File: config.mk
export PLATFORM = sky130hd
export DESIGN_NAME = bcd_serial_adder
export DESIGN_NICKNAME = d
export VERILOG_FILES = /design/src/rtl/bcd_pkg.sv /design/src/rtl/bcd_digit_add.sv /design/src/rtl/bcd_serial_adder.sv
export SDC_FILE = /design/constraint.sdc
export NUM_CORES = 1
export LEC_CHECK = 0
export BUFFER_PORTS_ARGS = -buffer_cell sky130_fd_sc_hd__buf_2
export CAP_MARGIN = 20
export CORE_ASPECT_RATIO = 2
export CORE_MARGIN = 3
export CORE_UTILIZATION = 45
export DETAILED_ROUTE_END_ITERATION = 10
export PLACE_DENSITY_LB_ADDON = 0.08
export SYNTH_ARGS = -nofsm -noshare
export SYNTH_HDL_FRONTEND = slang
export SYNTH_SLANG_ARGS = --single-unit
File: constraint.sdc
create_clock -name clk -period 5.4 [get_ports clk]
set_input_delay 0.81 -clock clk [delete_from_list [all_inputs] [get_ports clk]]
set_output_delay 0.81 -clock clk [all_outputs]
set_load 0.02 [all_outputs]
File: src/rtl/bcd_pkg.sv
// Shared BCD types and constants for the digit-serial BCD arithmetic datapaths.
package bcd_pkg;

    typedef logic [3:0] bcd_t;

    typedef enum logic [1:0] {
        IDLE = 2'd0,
        ADD  = 2'd1,
        DONE = 2'd2
    } state_t;

    localparam bcd_t       BCD_MAX        = 4'd9;
    localparam logic [4:0] BCD_BASE       = 5'd10;
    localparam bcd_t       BCD_ERR_NIBBLE = 4'hF;

    function automatic logic is_bcd(input bcd_t d);
        return d <= BCD_MAX;
    endfunction

endpackage

File: src/rtl/bcd_digit_add.sv
// Single-digit BCD adder: digit = (a+b+cin) mod 10, cout when the raw sum exceeds 9.
// Latency: combinational. Backpressure: none.
// Non-BCD inputs give a deterministic but meaningless digit.
module bcd_digit_add
    import bcd_pkg::*;
(
    input  bcd_t a,
    input  bcd_t b,
    input  logic cin,
    output bcd_t digit,
    output logic cout
);

    logic [4:0] sum_raw;

    always_comb begin
        sum_raw = {1'b0, a} + {1'b0, b} + {4'b0000, cin};
        cout    = sum_raw > {1'b0, BCD_MAX};
        // Subtracting 10 modulo 16 gives the same low nibble as the 5-bit s-10.
        digit   = cout ? (sum_raw[3:0] - BCD_BASE[3:0]) : sum_raw[3:0];
    end

endmodule

File: src/rtl/bcd_serial_adder.sv
// Digit-serial BCD adder, LSD first through a carry flop; optional INPUT_CHECK_EN adds err.
// Latency: start at edge k -> busy k+1..k+NUM_DIGITS, done pulse in cycle k+NUM_DIGITS+1.
// Backpressure: none; start is only sampled in IDLE/DONE, ignored (not queued) while busy.
module bcd_serial_adder
    import bcd_pkg::*;
#(
    parameter int NUM_DIGITS = 2
) (
    input  logic                      clk,
    input  logic                      rst_n,
    input  logic                      start,
    input  logic [4*NUM_DIGITS-1:0]   a_digits,
    input  logic [4*NUM_DIGITS-1:0]   b_digits,
    output logic                      busy,
    output logic                      done,
    output logic [4*NUM_DIGITS+3:0]   sum_digits
`ifdef INPUT_CHECK_EN
    ,
    output logic                      err
`endif
);

    localparam int IDX_W = (NUM_DIGITS > 1) ? $clog2(NUM_DIGITS) : 1;
    localparam int OP_W  = 4 * NUM_DIGITS;
    localparam int SUM_W = OP_W + 4;
    localparam logic [IDX_W-1:0] LAST_IDX = IDX_W'(NUM_DIGITS - 1);

    state_t             state_q, state_d;
    logic [OP_W-1:0]    a_q, a_d;
    logic [OP_W-1:0]    b_q, b_d;
    logic [OP_W-1:0]    work_q, work_d;
    logic [SUM_W-1:0]   sum_q, sum_d;
    logic [IDX_W-1:0]   idx_q, idx_d;
    logic               carry_q, carry_d;
    logic               busy_q, busy_d;
    logic               done_q, done_d;
    bcd_t               add_digit;
    logic               add_cout;

`ifdef INPUT_CHECK_EN
    logic               err_q, err_d;

    function automatic logic any_invalid(input logic [OP_W-1:0] v);
        for (int i = 0; i < NUM_DIGITS; i++) begin
            if (!is_bcd(v[4*i +: 4])) return 1'b1;
        end
        return 1'b0;
    endfunction
`endif

    // Operands shift right each ADD cycle, so the current digit is always in [3:0].
    bcd_digit_add u_digit_add (
        .a     (a_q[3:0]),
        .b     (b_q[3:0]),
        .cin   (carry_q),
        .digit (add_digit),
        .cout  (add_cout)
    );

    always_comb begin
        state_d = state_q;
        a_d     = a_q;
        b_d     = b_q;
        work_d  = work_q;
        sum_d   = sum_q;
        idx_d   = idx_q;
        carry_d = carry_q;
`ifdef INPUT_CHECK_EN
        err_d   = err_q;
`endif
        case (state_q)
            IDLE, DONE: begin
                state_d = IDLE;
                if (start) begin
                    a_d     = a_digits;
                    b_d     = b_digits;
                    work_d  = '0;
                    idx_d   = '0;
                    carry_d = 1'b0;
                    state_d = ADD;
`ifdef INPUT_CHECK_EN
                    err_d   = 1'b0;
                    if (any_invalid(a_digits) || any_invalid(b_digits)) begin
                        err_d   = 1'b1;
                        sum_d   = {(NUM_DIGITS + 1){BCD_ERR_NIBBLE}};
                        state_d = DONE;
                    end
`endif
                end
            end
            ADD: begin
                a_d     = a_q >> 4;
                b_d     = b_q >> 4;
                carry_d = add_cout;
                idx_d   = idx_q + IDX_W'(1);
                work_d[{idx_q, 2'b00} +: 4] = add_digit;
                if (idx_q == LAST_IDX) begin
                    sum_d   = {3'b000, add_cout, work_d};
                    state_d = DONE;
                end
            end
            default: state_d = IDLE;
        endcase
        busy_d = (state_d == ADD);
        done_d = (state_d == DONE);
    end

    always_ff @(posedge clk or negedge rst_n) begin
        if (!rst_n) begin
            state_q <= IDLE;
            a_q     <= '0;
            b_q     <= '0;
            work_q  <= '0;
            sum_q   <= '0;
            idx_q   <= '0;
            carry_q <= 1'b0;
            busy_q  <= 1'b0;
            done_q  <= 1'b0;
`ifdef INPUT_CHECK_EN
            err_q   <= 1'b0;
`endif
        end else begin
            state_q <= state_d;
            a_q     <= a_d;
            b_q     <= b_d;
            work_q  <= work_d;
            sum_q   <= sum_d;
            idx_q   <= idx_d;
            carry_q <= carry_d;
            busy_q  <= busy_d;
            done_q  <= done_d;
`ifdef INPUT_CHECK_EN
            err_q   <= err_d;
`endif
        end
    end

    assign busy       = busy_q;
    assign done       = done_q;
    assign sum_digits = sum_q;
`ifdef INPUT_CHECK_EN
    assign err        = err_q;
`endif

endmodule

# [Word level (Yosys, flattened, before mapping)]
# Index checks and enable logic that the tools add are counted.
[classes] eq_ne=5 shifts=2 add_sub_neg=5 magnitude_cmp=1 n_reduce_logical=5 n_mux=14
[ops] op="case mux 8 bit (2 select lines)" n=3
[ops] op="two-way mux 8 bit" n=3
[ops] op="bitwise mux 8 bit" n=1
[ops] op="variable shift 4 x 5 -> 8 bit, first input constant" n=1
[ops] op="indexed part select 4 x 5 -> 8 bit" n=1
[ops] op="adder 4 x 4 -> 5 bit" n=1
[ops] op="adder 5 x 1 -> 5 bit" n=1
[ops] op="greater-than comparator 5 x 4 -> 1 bit, second input constant" n=1
[ops] op="negator 3 -> 5 bit" n=1
[ops] op="== test 2 x 1 -> 1 bit, second input constant" n=2
[ops] op="== test 2 bit, second input constant" n=2
[ops] op="two-way mux 4 bit" n=1
[ops] op="case mux 1 bit (2 select lines)" n=2
[ops] op="case mux 2 bit (2 select lines)" n=1
[ops] op="AND reduction 2 bit" n=2
[ops] op="subtractor 4 bit, second input constant" n=1
[ops] op="logical NOT 2 bit" n=1
[ops] op="two-way mux 1 bit" n=2
[ops] op="two-way mux 2 bit" n=1
[ops] op="!= test 2 bit, second input constant" n=1
[ops] op="nonzero test 2 bit" n=1
[ops] op="OR reduction 2 bit" n=1
[ops] op="adder 1 bit, second input constant" n=1
[word_totals] ff_bits=39 output_inout_bits=14

# [Depth between registers and ports, before layout]
# Gate-level depths: netlist (run 1).
[logic_depth] word_depth=7 mapped_depth=9 mapped_depth_nobuf=9

# [Modules after synthesis]
# Synthesis (run 1) repeated with hierarchy kept, for this count alone.
[hier_totals] cells_unflattened=187 hier_area_um2=1875.5
[by_module_without_submodules] module="bcd_serial_adder" area_per_inst_um2=1664.1 instances=1 cells_each=165
[by_module_without_submodules] module="bcd_digit_add" area_per_inst_um2=211.5 instances=1 cells_each=22

# [Worst setup path after synthesis (run 1)]
# Ideal clock, no wire load.
[synth_timing] kind="reg2reg" start="register a_q[0]" end="register work_q[1]" synth_period_minus_slack_ns=2.689 n_path_buf=0 t_arrival_ns=2.622 required_time_ns=5.333 path_stages_with_launch=10 setup_slack_ns=2.711 setup_ns=0.067 cell_sequence="dfrtp_1 > fa_1 > fa_1 > inv_1 > ha_1 > nor2b_1 > a31o_2 > or3_1 > o2111a_1 > nand2_1"
[synth_via] elab_chain_cells=7 elab_cells_between_ends=8 cone_classes="3 x add/sub; 1 x order compare; 1 x shift; 3 x mux"
[synth_lines] element="start, declared" line_no="bcd_serial_adder.sv:29" text="logic [OP_W-1:0] a_q, a_d;"
[synth_lines] element="start signal, assigned" line_no="bcd_serial_adder.sv:111" text="a_q <= '0;"
[synth_lines] element="start signal, assigned" line_no="bcd_serial_adder.sv:124" text="a_q <= a_d;"
[synth_lines] element="adder 4 x 4 -> 5 bit *" line_no="bcd_digit_add.sv:17" text="sum_raw = {1'b0, a} + {1'b0, b} + {4'b0000, cin};"
[synth_lines] element="adder 5 x 1 -> 5 bit *" line_no="bcd_digit_add.sv:17"
[synth_lines] element="subtractor 4 bit or greater-than comparator 5 x 4 -> 1 bit (tied branches)" line_no="bcd_digit_add.sv:20, bcd_digit_add.sv:18"
[synth_lines] element="two-way mux 4 bit *" line_no="bcd_digit_add.sv:20" text="digit = cout ? (sum_raw[3:0] - BCD_BASE[3:0]) : sum_raw[3:0];"
[synth_lines] element="indexed part select 4 x 5 -> 8 bit *" line_no="bcd_serial_adder.sv:96" text="work_d[{idx_q, 2'b00} +: 4] = add_digit;"
[synth_lines] element="bitwise mux 8 bit *" line_no="bcd_serial_adder.sv:96"
[synth_lines] element="case mux 8 bit (2 select lines) *" line_no="bcd_serial_adder.sv:71" text="case (state_q)"
[synth_lines] element="end signal, assigned" line_no="bcd_serial_adder.sv:126" text="work_q <= work_d;"
[synth_lines] element="end, declared" line_no="bcd_serial_adder.sv:31" text="logic [OP_W-1:0] work_q, work_d;"
# Mark *: on every way between the ends. The rest lies on a longest branch, timed or not.
# A chain may end at the register's enable or synchronous reset.

# [Final worst setup path (run 1)]
# Same ends and word-level chain as after synthesis.

==> results.toml, run 1 <==
[run_status]
status = "finished, final reports clean"

[sta]
finalHoldViolCount = 0
fin_crit_sh_pct = 53.57
tns_ns = 0
whs_ns = 0.4700
period_needed_ns = 2.893
max_freq_ghz = 0.3457
finalSetupViolations = 0
slew_headroom_pct = 49.59
finClkSkew_ns = 0.006948
rsz0062_at_grt = "false"
worstMarginPinSlew_ns = 0.7561
final_max_slew_viol_count = 0

[placed_design]
hpwl_um = 2590
gp_congestion = 0.8870
place.port_buffers = 29

[synth]
ys_ff_latch = 35
ys_warn_count = 0
yosys.area_share.adder_pct = 5.393
ys.flop_type = "dfrtp_1"
muxShareOfSynthArea_pct = 7.790
synth-xor-area-share_pct = 1.049
netlist_area_um2 = 1670
syn_area_per_cell_um2 = 10.19
synth-simple-area-share_pct = 15.36
synth_top_family_by_area = "simple AND/OR/NAND/NOR gates"
synth_compound_area_share_pct = 13.41
synth_edf_count = 0
syn-instance-count = 164
async_flop_share_pct = 100.0
ys_types = 30
synth_sequential_area_ratio_pct = 52.43

[setup_path]
r2r-start = "a_q[0]$_DFFE_PN0P_"
endpoint_kind = "register"
critical_path.top_delay_family = "adder cells"
crit_required_ns = 5.63
criticalPathCategory = "reg2reg"
reg2regPathDepth = 9
crit_slowest_cell = "fa_1"
start_kind = "register"
cp_max_fo = 8
endpoint = "work_q[1]$_DFFE_PN0P_"
path_depth = 9
crit_chain = "fa_1, fa_1, inv_1, ha_1, nor2b_1, a31o_2, or3_1, o2111a_1, nand2_1"
worst-path-buf-inv = 1
cp_common_cell = "fa_1"
crit_path_max_incr_delay_ns = 0.63
rr_endpoint = "work_q[1]$_DFFE_PN0P_"
crit_start = "a_q[0]$_DFFE_PN0P_"
arrival_ns = 3.12
r2r_slack_ns = 2.51

[grt]
grt_antenna_before_repair = 0
grt_use_total_pct = 17.59
grt_pass1_wl_um = 5989
grt_max_degree = 36
first_global_vias = 1278
grt_overflow = 0

[clocking]
post_cts_buffers = 0
path_clk_slew_ns = 0.07
clock_path_buffers = 2
holdBufCountCts = 0
cts_root_buffer = "clkbuf_8"
cts_resized = 0
htreeDepth = 2
clk_latency_ns = 0.28
cts_sinks = 35
cts_made_buffers = 5
tritoncts = "yes"

[detailed_routing]
antenna_left = 0
drt-total-wl_um = 3366
vias_per_cell = 5.004
route.vias.total = 1211
wl_per_cell_um = 13.91
first_iter_violations = 17
drc = 0
first_pass_iters = 4

[layout]
fill_cells = 346
n_antenna_cell = 0
num-nets-final = 218
final_core_util_pct = 55.59
syn2layout_area_growth_pct = 16.18
drive_above_1_share_pct = 21.13

[power_and_ir_drop]
p_per_area_nw_per_um2 = 715.7
peakVddDrop_mv = 0.2987
p_leak_uw = 0.001033

[hold_path]
hold_class = "reg2reg"

[floorplanning]
die_y_um = 92.16
fp.dieArea_um2 = 4523
core_area_um2 = 3491
start_util_pct = 47.85
rows = 30
die_x_um = 49.08
io_pins = 33

[flow_run]
drv_cap = 0
-- state kept, by name, indices dropped and copies added (netlist names) --
register    flops
work_q          4
carry_q         1
b_q             8
done            1
idx_q           1
busy            1
sum_digits      9
state_q         2
a_q             8
-- per-stage QoR --
stage                     setup WS [ns]  instances  total power, uW  cell area [um^2]
after floorplan                   2.711        166             1005              1678
after global placement            2.630        234             1161              1837
after detailed placement          2.520        234             1197              1837
after CTS                         2.500        242             1410              1941
after global routing              2.381        242             1526              1941
final                             2.507        242             1389              1941
-- synthesized netlist by cell type (3+ instances only) --
master    instances  share of area [%]
a21oi_1           9                2.7
a22o_1            8                4.2
buf_2             4                1.2
buf_4             3                1.3
clkbuf_1          3               0.67
dfrtp_1          35                 52
ha_1              4                3.0
inv_1             5                1.1
mux2i_1          13                7.8
nand2_1          33                7.4
nor2_1            9                2.0
nor2b_1           3                1.1
o21ai_0          11                3.3
-- cells by family after synthesis --
family	count (synthesis)
AND/OR/NAND/NOR	58
flip-flops	35
AO/OA/AOI/OAI	34
buffers and inverters	15
multiplexers	13
adder cells (fa/ha/maj)	6
XOR/XNOR	2
other	1
-- worst register-to-register path, cell delays in order, from the launching register on --
cell	delay [ns]
dfrtp_1	0.40
fa_1	0.47
fa_1	0.63
inv_1	0.12
ha_1	0.22
nor2b_1	0.14
a31o_2	0.26
or3_1	0.31
o2111a_1	0.23
nand2_1	0.05
-- layout make-up --
class,count,area (um^2),area share [%]
clock buffers,7,96.34,4.965
clock inverters,1,7.507,0.3868
inverters,5,18.77,0.9671
multi-input cells,116,729.5,37.59
flip-flops and latches,35,875.8,45.13
well taps,48,60.06,3.095
repair buffers,30,152.6,7.866
-- layer usage --
layer / track usage [%] / wire, um
met1: 17.69 / 1244
met2: 31.84 / 1891
met3: 3.577 / 127
met4: 10.93 / 103
met5: 0 / 0
-- report_power, final --
group / switching, uW / internal, uW
combinational: 436 / 293
sequential: 73.0 / 380
clock: 91.9 / 116
total: 600 / 788
-- worst min path at each step --
stage	from	end	slack (ns)	cells past startpoint
6_report	sum_digits[3]$_DFFE_PN0P_	sum_digits[3]$_DFFE_PN0P_	0.47	2
5_1_grt	sum_digits[8]$_DFFE_PN0P_	sum_digits[8]$_DFFE_PN0P_	0.49	2
4_1_cts	sum_digits[2]$_DFFE_PN0P_	sum_digits[2]$_DFFE_PN0P_	0.47	2
3_5_place_dp	work_q[3]$_DFFE_PN0P_	sum_digits[3]$_DFFE_PN0P_	0.46	2
3_3_place_gp	work_q[3]$_DFFE_PN0P_	sum_digits[3]$_DFFE_PN0P_	0.45	2
2_1_floorplan	work_q[0]$_DFFE_PN0P_	sum_digits[0]$_DFFE_PN0P_	0.44	2
-- placed cells by master, fill, tap and decap left out, types with 2 or more instances in the layout --
cell type and count:
buf_2 29, nand4_1 2, clkbuf_8 7, conb_1 3, nor3b_1 2, nor3_1 2
nand2b_1 2, or3_1 2, ha_1 4, nor2b_1 3, a22o_1 8, o21ai_0 11
inv_1 5, dfrtp_1 35, nor2_1 9, a21oi_1 9, a21o_1 2, fa_1 2
mux2i_1 13, nand2_1 33
(Power assumes the default switching activity.)
==> run 2, diff against run 1 <==
clock period = 2.7 ns   (was 5.4 ns; I/O delays follow)
==> run 2 against run 1 <==
Routed wire length grew 3.8%. Register-to-register slack lost 2.5 ns. Die area is the same. Sequential cell count is the same. First-iteration DRC count grew 12%. Sequential share of layout area shrank 1.8 points. Largest cell class unchanged. Highest routed layer unchanged.
==> results.toml, run 2 (synthesis results as in run 1) <==
[detailed_routing]
wl_met3_um = 122
vias_per_cell = 5.153
drc = 0
route.vias.total = 1278
antenna_left = 0
drt-total-wl_um = 3495
first_pass_iters = 4
met1_length_um = 1253
first_iter_violations = 19
wl_per_cell_um = 14.09
top_layer_used = "met4"
met2WireLength_um = 1971

[setup_path]
crit_required_ns = 2.93
reg2regPathDepth = 9
arrival_ns = 2.88
start_kind = "register"
cp_common_cell = "fa_2"
rr_endpoint = "work_q[1]$_DFFE_PN0P_"
crit_slowest_cell = "fa_2"
r2r_slack_ns = 0.05
criticalPathCategory = "reg2reg"
endpoint_kind = "register"
crit_path_max_incr_delay_ns = 0.56
crit_chain = "fa_2, fa_2, inv_2, ha_4, nor2b_4, a31o_4, or3_4, o2111a_1, nand2_1"
cp_max_fo = 4
r2r-start = "carry_q$_DFFE_PN0P_"

[floorplanning]
die_y_um = 92.16
start_util_pct = 47.85
io_pins = 33
core_area_um2 = 3491
rows = 30
fp.dieArea_um2 = 4523
die_x_um = 49.08

[clocking]
clk_latency_ns = 0.28
htreeDepth = 2
cts_sinks = 35
holdBufCountCts = 0
tritoncts = "yes"
cts_root_buffer = "clkbuf_8"
clock_path_buffers = 2
path_clk_slew_ns = 0.07
cts_made_buffers = 5

[power_and_ir_drop]
p_clk_share_pct = 12.2
p_int_uw = 1804
comb_power_share_pct = 58.9
p_seq_share_pct = 29.0
p_per_area_nw_per_um2 = 1538
p_leak_uw = 0.001073
peakVddDrop_mv = 0.8914
swShare_pct = 42.04
p_switching_uw = 1308

[layout]
final_cell_mix = "35 x dfrtp_1, 33 x nand2_1, 29 x buf_2"
num-nets-final = 225
syn2layout_area_growth_pct = 21.12
largest_register_ffs = 9
final_core_util_pct = 57.96
n_antenna_cell = 0
mostFrequentLayoutCell = "dfrtp_1"
drive_above_1_share_pct = 27.00

[sta]
rsz0062_at_grt = "true"
worstMarginPinSlew_ns = 0.7820
max_freq_ghz = 0.3769
slew_headroom_pct = 47.87
finalSetupViolations = 0
finClkSkew_ns = 0.005099
period_needed_ns = 2.653
final_max_slew_viol_count = 0
tns_ns = 0
fin_crit_sh_pct = 98.27
finalHoldViolCount = 0

[grt]
grt_antenna_before_repair = 0
grt_overflow = 0
grt_max_degree = 36
grt_use_total_pct = 17.04
first_global_vias = 1327
grt_pass1_wl_um = 5878

[hold_path]
hold_class = "in2async"

[placed_design]
hpwl_um = 2591
gp_congestion = 0.9424
place.port_buffers = 29

[run_status]
status = "finished, final reports clean"

[flow_run]
drv_cap = 0
-- run 2: area by class of cell --
| type | instances | area, um^2 |
|---|---|---|
| tap | 48 | 60.06 |
| fill | 339 | 1468 |
| multi-input combinational | 116 | 775.7 |
| timing repair buffer | 37 | 205.2 |
| inverter | 5 | 18.77 |
| clock inverter | 1 | 5.005 |
| sequential | 35 | 875.8 |
| clock buffer | 6 | 82.58 |
-- run 2: power by group through the flow --
stage / clock network, uW / logic (uW) / registers (uW)
6_report: 379 / 1830 / 901
2_1_floorplan: 0 / 1040 / 974
3_5_place_dp: 0 / 1540 / 914
4_1_cts: 393 / 1560 / 907
3_3_place_gp: 0 / 1510 / 903
5_1_grt: 419 / 2030 / 936
-- run 2: what timing repair did --
action / 4_1_cts / 5_1_grt
setup buffers: 0 / 2
pin swaps: 0 / 3
endpoints found under the setup margin: 1 / 1
cloned: 0 / 0
resized for setup: 2 / 7
-- run 2: metrics by stage --
step	setup slack, ns	total power [uW]	instances	hold slack (ns)	cell area (um^2)
floorplan	0.01053	2011	166	0.1094	1678
detailed placement	-0.003523	2455	239	0.4569	1874
finish	0.04664	3112	248	0.1861	2023
global placement	0.05276	2409	239	0.4502	1874
CTS	0.05965	2858	246	0.2112	1967
global route	-0.03051	3380	248	0.2387	2023
-- run 2: metal layers --
metal | track usage [%] | vias to the layer above
met5 | 0 | -
met1 | 16.18 | 611
met2 | 30.83 | 31
met3 | 3.902 | 13
li1 | - | 623
met4 | 12.11 | 0
-- run 2: worst max path at each step --
stage                             start                     to  slack (ns)  cells past startpoint
finish              carry_q$_DFFE_PN0P_  work_q[1]$_DFFE_PN0P_        0.05                      9
global route        carry_q$_DFFE_PN0P_  work_q[1]$_DFFE_PN0P_       -0.03                      9
CTS                  a_q[0]$_DFFE_PN0P_  work_q[1]$_DFFE_PN0P_        0.06                      9
detailed placement   a_q[0]$_DFFE_PN0P_  work_q[1]$_DFFE_PN0P_      -0.004                      9
global placement     a_q[0]$_DFFE_PN0P_  work_q[1]$_DFFE_PN0P_        0.05                      9
floorplan            a_q[0]$_DFFE_PN0P_  work_q[1]$_DFFE_PN0P_        0.01                      9
-- run 2: critical path: cells and delay by family, from the launching register on --
kind | cells | cell delay, ns
AOI/OAI and AO/OA | 2 | 0.45
adders and majority gates | 3 | 1.14
buffers and inverters | 1 | 0.06
DFF | 1 | 0.40
and+or+nand+nor | 3 | 0.54
==> run 3, diff against run 2 <==
ABC_AREA = 1   (was default)
==> run 3 against run 2 <==
Register-to-register slack better by 0.17 ns. Design area is 0.49% lower. Area after synthesis is 3.1% higher. Synthesized cell count is 15% higher. Non-clock buffer count is 8 lower. Sequential share of layout area is 0.22 points higher. Critical path depth is 4 higher. Critical path type unchanged. Via count is 5.1% higher. Sequential cell count stayed put. Clock skew is 0.0025 ns higher. Die area is 2.9% higher.
==> results.toml, run 3 <==
[sta]
finalHoldViolCount = 0
whs_ns = 0.1874
fin_crit_sh_pct = 91.83
slew_headroom_pct = 49.27
finClkSkew_ns = 0.007647
finalSetupViolations = 0
worstMarginPinSlew_ns = 0.7610
tns_ns = 0
final_max_slew_viol_count = 0
period_needed_ns = 2.479
max_freq_ghz = 0.4033
rsz0062_at_grt = "false"

[synth]
synthMostInstantiatedCell = "nand2_1"
ys.flop_type = "dfrtp_1"
ys_top_cells_by_count = "39 x nand2_1, 35 x dfrtp_1, 28 x nand3_1"
syn-instance-count = 189
ys_ff_latch = 35
syn_area_per_cell_um2 = 9.116
netlist_area_um2 = 1723
synth_sequential_area_ratio_pct = 50.84
yosysTopAreaCell = "dfrtp_1"
ys_types = 23
ys_warn_count = 0
synth_top_area_share_pct = 50.84
async_flop_share_pct = 100.0
synth_edf_count = 0
synth_area_leaders = "dfrtp_1 51%, nand2_1 8.5%, nand3_1 8.1%"

[placed_design]
place.port_buffers = 29
hpwl_um = 2785
gp_congestion = 0.8894

[flow_run]
drv_cap = 0

[clocking]
tritoncts = "yes"
htreeDepth = 2
path_clk_slew_ns = 0.07
cts_made_buffers = 5
post_cts_buffers = 0
clock_path_buffers = 2
holdBufCountCts = 0
cts_sinks = 35
cts_resized = 0
clk_latency_ns = 0.29
cts_root_buffer = "clkbuf_8"

[setup_path]
crit_path_max_incr_delay_ns = 0.48
crit_slowest_cell = "fa_1"
start_kind = "register"
crit_chain = "fa_1, fa_1, nand2_1, nand2_2, ha_1, inv_1, nor2_1, a21oi_2, nand2_2, nand2_4, nand2_1, nand3_1, o21ai_0"
criticalPathCategory = "reg2reg"
endpoint_kind = "register"
arrival_ns = 2.65
worst-path-buf-inv = 1
crit_required_ns = 2.87
cp_max_fo = 5
crit_start = "a_q[0]$_DFFE_PN0P_"
critical_path.top_delay_family = "adder cells"
r2r-start = "a_q[0]$_DFFE_PN0P_"

[grt]
grt_antenna_before_repair = 0
grt_overflow = 0
first_global_vias = 1382
grt_max_degree = 36
grt_use_total_pct = 17.97
grt_pass1_wl_um = 6313

[detailed_routing]
antenna_left = 0
first_iter_violations = 29
drt-total-wl_um = 3658
vias_per_cell = 4.993
route.vias.total = 1343
wl_per_cell_um = 13.60
first_pass_iters = 4
drc = 0

[layout]
multiInputGateArea_um2 = 713.2
final_cell_mix = "39 x nand2_1, 35 x dfrtp_1, 29 x buf_2"
largest_register_ffs = 9
num-nets-final = 244
regArea_um2 = 875.8
fill_cells = 382
mostFrequentLayoutCell = "nand2_1"
drive_above_1_share_pct = 24.55
n_antenna_cell = 0
syn2layout_area_growth_pct = 16.85

[floorplanning]
die_y_um = 93.51
fp.dieArea_um2 = 4652
rows = 31
io_pins = 33
start_util_pct = 47.25
die_x_um = 49.76
core_area_um2 = 3646

[run_status]
status = "finished, final reports clean"

[hold_path]
hold_class = "in2async"
## run 3: changes by cell type in the layout (fill, tap and decap cells not counted), sizes merged, moves of 8 or more
cell,before,now
o22ai,0,9
mux2i,13,0
a22o,8,0
buf,37,29
inv,5,20
nand2,34,46
nand3,1,28
## run 3: cell type report
cell class                      instances  area share (%)
Clock buffer                            6           3.605
Clock inverter                          2           2.983
Inverter                               20           4.226
Multi-Input combinational cell        128           35.43
Sequential cell                        35           43.51
Tap cell                               49           3.045
Timing Repair Buffer                   29           7.209
## run 3: cell families after synthesis
kind of cell    count (synthesis)  share of synthesized area (%)
buf+inv                        28                          8.206
compound gates                 22                          8.133
flops                          35                          50.84
simple gates                   97                          27.38
other cells                     1                         0.2177
fa+ha+maj                       6                          5.229
## run 3: metrics by stage
step,instance area (um^2),util (%),std cells,worst slack [ns]
2_1_floorplan,1730,-,191,0.4151
3_3_place_gp,1881,51.58,261,0.2920
3_5_place_dp,1881,51.58,261,0.2288
4_1_cts,2013,55.22,269,0.2122
5_1_grt,2013,55.22,269,0.07358
6_report,2013,55.22,269,0.2207
## run 3: path summary, 6_finish.rpt
path                                             end  slack, ns  cells past startpoint
max                            work_q[1]$_DFFE_PN0P_       0.22                     13
min                        sum_digits[8]$_DFFE_PN0P_       0.19                      1
max reg2reg                    work_q[1]$_DFFE_PN0P_       0.22                     13
min reg2reg                sum_digits[4]$_DFFE_PN0P_       0.46                      2
max in group asynchronous         a_q[3]$_DFFE_PN0P_       2.02                      1
min in group clk                  a_q[5]$_DFFE_PN0P_       0.34                      3
## run 3: per-layer routing
| layer | GRT usage [%] | wire length, um |
|---|---|---|
| met1 | 18.70 | 1349 |
| met4 | 7.390 | 63 |
| met2 | 33.41 | 2093 |
| met3 | 4.147 | 152 |
| met5 | 0 | 0 |
Power of run 3 is left out: the tool's default activity adds up to more than one toggle a clock period on the data nets, which glitch-free logic cannot reach.
